### config.mk
export PLATFORM = sky130hd
export DESIGN_NAME = jump_ctrl
export DESIGN_NICKNAME = d
export VERILOG_FILES = /design/src/rtl/jump_ctrl.sv
export SDC_FILE = /design/constraint.sdc
export NUM_CORES = 1
export LEC_CHECK = 0
export BUFFER_PORTS_ARGS = -buffer_cell sky130_fd_sc_hd__clkbuf_2
export CAP_MARGIN = 40
export CORE_MARGIN = 10
export CORE_UTILIZATION = 45
export DETAILED_ROUTE_END_ITERATION = 7
export HOLD_SLACK_MARGIN = 0.05
export MAX_ROUTING_LAYER = met4
export PLACE_DENSITY = 0.79
export SKIP_LAST_GASP = 1
export SLEW_MARGIN = 40
export SYNTH_ARGS = -nofsm -noshare
export SYNTH_HDL_FRONTEND = slang
export SYNTH_SLANG_ARGS = --single-unit
### constraint.sdc
create_clock -name CLK -period 3.35 [get_ports CLK]
set_clock_uncertainty 0.15 [all_clocks]
set_input_delay 0.335 -clock CLK [delete_from_list [all_inputs] [get_ports CLK]]
set_output_delay 0.335 -clock CLK [all_outputs]
set_load 0.005 [all_outputs]
### src/rtl/jump_ctrl.sv
// jump_ctrl: jump resolution stage.
// Decides taken/not-taken from the condition code and ALU flags, issues a
// one-cycle PC load with the forwarded target, and holds FLUSH for a fixed
// number of unstalled cycles. Also keeps the one-cycle writeback history
// (BUS_past, LD_reg_past) used by the upstream forwarding selector.
// Optional build macro JMP_STAT_EN adds taken / not-taken event counters.

module jump_ctrl #(
  parameter int unsigned DW           = 16,
  parameter int unsigned FLUSH_CYCLES = 2
) (
  input  logic          CLK,
  input  logic          RESET,
  input  logic [DW-1:0] BUS,
  input  logic [3:0]    LD_reg,
  output logic [DW-1:0] BUS_past,
  output logic [3:0]    LD_reg_past,
  input  logic          JMP_req,
  input  logic [2:0]    JMP_cond,
  input  logic [3:0]    FLAGS,
  input  logic [DW-1:0] Y2_sel,
  input  logic          STALL,
  output logic          PC_load,
  output logic [DW-1:0] PC_target,
  output logic          FLUSH,
  output logic          BUSY
`ifdef JMP_STAT_EN
  ,
  output logic [15:0]   JMP_taken_cnt,
  output logic [15:0]   JMP_nottaken_cnt
`endif
);

  localparam int unsigned CW = 4;
  localparam logic [CW-1:0] CNT_INIT = CW'(FLUSH_CYCLES - 1);

  typedef enum logic {
    IDLE,
    FLUSHING
  } state_t;

  state_t        state;
  logic [CW-1:0] cnt;
  logic          cond_true;
  logic          eval;
  logic          unused_flag_v;

  // Overflow flag is not used by any condition code.
  assign unused_flag_v = FLAGS[0];

  // Condition decode from {Z,C,N,V}.
  always_comb begin
    cond_true = 1'b0;
    case (JMP_cond)
      3'd0:    cond_true = 1'b1;
      3'd1:    cond_true = FLAGS[3];
      3'd2:    cond_true = ~FLAGS[3];
      3'd3:    cond_true = FLAGS[2];
      3'd4:    cond_true = ~FLAGS[2];
      3'd5:    cond_true = FLAGS[1];
      3'd6:    cond_true = ~FLAGS[1];
      default: cond_true = 1'b0;
    endcase
  end

  // A request is evaluated only in IDLE while the pipeline is not held.
  assign eval = (state == IDLE) && JMP_req && !STALL;

  // Writeback history register, independent of stall and FSM state.
  always_ff @(posedge CLK) begin
    if (RESET) begin
      BUS_past    <= '0;
      LD_reg_past <= '0;
    end else begin
      BUS_past    <= BUS;
      LD_reg_past <= LD_reg;
    end
  end

  // Jump FSM with registered PC load, target and flush control.
  always_ff @(posedge CLK) begin
    if (RESET) begin
      state     <= IDLE;
      cnt       <= '0;
      PC_load   <= 1'b0;
      PC_target <= '0;
      FLUSH     <= 1'b0;
      BUSY      <= 1'b0;
    end else begin
      case (state)
        IDLE: begin
          PC_load <= 1'b0;
          if (eval && cond_true) begin
            PC_load   <= 1'b1;
            PC_target <= Y2_sel;
            FLUSH     <= 1'b1;
            BUSY      <= 1'b1;
            cnt       <= CNT_INIT;
            state     <= FLUSHING;
          end
        end
        FLUSHING: begin
          PC_load <= 1'b0;
          if (!STALL) begin
            if (cnt == '0) begin
              FLUSH <= 1'b0;
              BUSY  <= 1'b0;
              state <= IDLE;
            end else begin
              cnt <= cnt - CW'(1);
            end
          end
        end
        default: begin
          PC_load <= 1'b0;
          FLUSH   <= 1'b0;
          BUSY    <= 1'b0;
          cnt     <= '0;
          state   <= IDLE;
        end
      endcase
    end
  end

`ifdef JMP_STAT_EN
  // Event counters: taken counts PC load cycles, not-taken counts
  // evaluated requests whose condition failed. Both wrap at 16 bits.
  always_ff @(posedge CLK) begin
    if (RESET) begin
      JMP_taken_cnt    <= '0;
      JMP_nottaken_cnt <= '0;
    end else begin
      if (PC_load) begin
        JMP_taken_cnt <= JMP_taken_cnt + 16'd1;
      end
      if (eval && !cond_true) begin
        JMP_nottaken_cnt <= JMP_nottaken_cnt + 16'd1;
      end
    end
  end
`endif

endmodule
==> qor.txt <==
clock slew at reported path FFs -> 0.08 ns
die area -> 6750 sq um
Post-CTS Hold Buffers -> 0
Placer Congestion -> 0.803
largest net degree at the start of global routing -> 63
post-synthesis sequential area ratio -> 49.5%
CTS HTree Levels -> 2
total power draw -> 1020 uW
share of layout cells above drive strength 1 -> 37.5%
Final Hold Viols -> 0
multi-input logic area -> 767 sq um
core area -> 3690 sq um
synthesized area -> 1740 sq um
worst path arrival time -> 2.09 ns
fmax -> 495 MHz
leak pwr -> 0.00102 uW
drt first pass iters -> 4
Die W -> 82.2 um
ys flop type -> dfxtp_1
unrepaired setup endpoints after global routing -> false
slew at the pin closest to its max-slew limit -> 0.679 ns
Layout Nets -> 299
GRT Util Overall -> 11.8%
Hold Slack -> 0.100 ns
total wire length -> 3960 um
grt total ovfl -> 0
type of origin of the critical path -> register
Final Util -> 60.7%
post-synthesis cell count -> 169
TritonCTS Buffers -> 5
total power per unit cell area -> 456 nW/um^2
CTS Buffer Depth -> 2
vias in the first global route -> 1,406
TritonCTS Sinks -> 43
asr flop ratio synth -> 0%
placed cell count -> 291
Max Cap Viol -> 0
synthesis-stage register bit count -> 43
# fillers -> 340
Final ANT Viol Nets -> 0
Die Y -> 82.2 um
HP Class -> in -> reg
YS warnings -> 0
fin crit share -> 60.3%
initial core utilization -> 47.2%
Worst setup EP type -> register
post-CTS setup buffer count -> 0
CTS root buffer -> clkbuf_8
vias -> 1,359
status -> finished clean
Diodes inserted -> 0
VDD IR-drop max -> 0.271 mV
wire length per cell -> 13.3 um
initial antenna violation count -> 0
CTS tree -> built
I/O pins -> 86
Slew Limit Fails -> 0
register area -> 861 sq um
Post-synth EDFFs -> 0
Netlist cell types -> 31
post-CTS sizing -> 0
DRC errors left -> 0
Worst slew margin -> 54.6%
final cell count without fillers -> 299
WS Path Type -> reg -> reg
Mapped Avg Cell Area -> 10.3 sq um
Crit path required time -> 3.42 ns
worst skew pair latency -> 0.29 ns
Area Overhead vs Synth -> 28.6%
DR vias/cell -> 4.55
TNS Setup -> 0 ns
standard-cell row count -> 22
# port buffers -> 84
Synth Net Count -> 218
first-pass GRT wire length -> 6130 um
initial DRC count -> 47
final worst path period need -> 2.02 ns
Final setup viols -> 0
crit-path max FO -> 21
Detailed Place HPWL -> 3080 um
cell usage after synthesis, types with 3 or more instances:
library cell,n,share of area [%]
nor2_1,4,0.86
nand2b_1,35,13
inv_1,5,1.1
a31oi_1,4,1.4
mux2i_1,16,9.2
clkbuf_1,6,1.3
a21oi_1,3,0.86
nor2b_1,23,8.3
nor3_1,3,0.86
dfxtp_1,43,49
critical path: stages (launching register included):
cell	delay, ns
dfxtp_1	0.39
or3b_1	0.41
a311oi_2	0.26
and3_1	0.20
buf_4	0.31
mux2i_1	0.23
cells in the final DEF, fill, tap and decap left out:
cell	Yosys	routed
nor2b_1	23	23
o31a_1	1	1
and2b_1	1	1
nor3_1	3	3
clkbuf_1	6	1
dfxtp_1	43	43
buf_4	1	1
nor4bb_1	1	1
or3_1	1	1
a32oi_1	1	1
clkbuf_8	0	7
o22ai_1	2	2
mux2i_1	16	16
or3b_1	1	1
clkbuf_2	0	83
nand2b_1	35	35
nor3b_1	1	1
a311oi_2	1	1
nand2_1	2	2
or3b_2	1	1
or2b_1	1	1
inv_1	5	5
and3_1	1	1
clkbuf_4	0	1
ha_1	2	2
a31oi_1	4	4
o21ai_0	2	2
nor4_1	1	1
nor4b_1	1	1
nor2_1	4	4
o41ai_1	1	1
a21oi_1	3	3
metal layers:
| layer | global-route usage (%) | vias up | wire, um |
|---|---|---|---|
| met5 | - | - | 0 |
| met1 | 13.0 | 587 | 1670 |
| met2 | 19.2 | 51 | 1900 |
| met3 | 5.18 | 4 | 362 |
| li1 | - | 717 | - |
| met4 | 3.06 | 0 | 30 |
cells by family after synthesis:
family	share of synthesized area, %
AO/OA/AOI/OAI	5.97
adder cells (fa/ha/maj)	1.44
buffers and inverters	6.40
flip-flops	49.5
multiplexers	9.21
AND/OR/NAND/NOR	27.5
per-stage QoR:
step	instance area (sq um)	setup WS, ns
after floorplan	1740	1.53
after global routing	2240	1.17
after global placement	2130	1.31
after CTS	2240	1.31
final	2240	1.33
after detailed placement	2140	1.27
flip-flops by register name (all words and copies together), names as in the netlist:
register and cells:
BUS_past 16, PC_load 1, BUSY 1, PC_target 16
cnt 4, LD_reg_past 4, state 1
worst paths after layout:
| path | startpoint | slack (ns) | depth (start not counted) | to |
|---|---|---|---|---|
| hold reg to reg | PC_target[1]$_SDFFE_PP0P_ | 0.33 | 2 | PC_target[1]$_SDFFE_PP0P_ |
| setup reg to reg | state$_SDFF_PP0_ | 1.33 | 5 | PC_target[8]$_SDFFE_PP0P_ |
| hold / removal | BUS[5] | 0.10 | 2 | BUS_past[5]$_SDFF_PP0_ |
| setup / recovery | state$_SDFF_PP0_ | 1.33 | 5 | PC_target[8]$_SDFFE_PP0P_ |
power by group:
part,internal [uW],switching [uW],total (uW)
logic,67.7,56.2,124
clock network,188,162,350
registers,536,11.3,547
total,792,229,1020
cell type report:
cell class / count / area share, %
clock buffer: 8 / 4.47
tap: 48 / 2.68
sequential: 43 / 38.5
inverter: 5 / 0.839
multi-input combinational: 110 / 34.3
timing repair buffer: 85 / 19.2
Note: power is estimated with default switching activity, not from simulation.
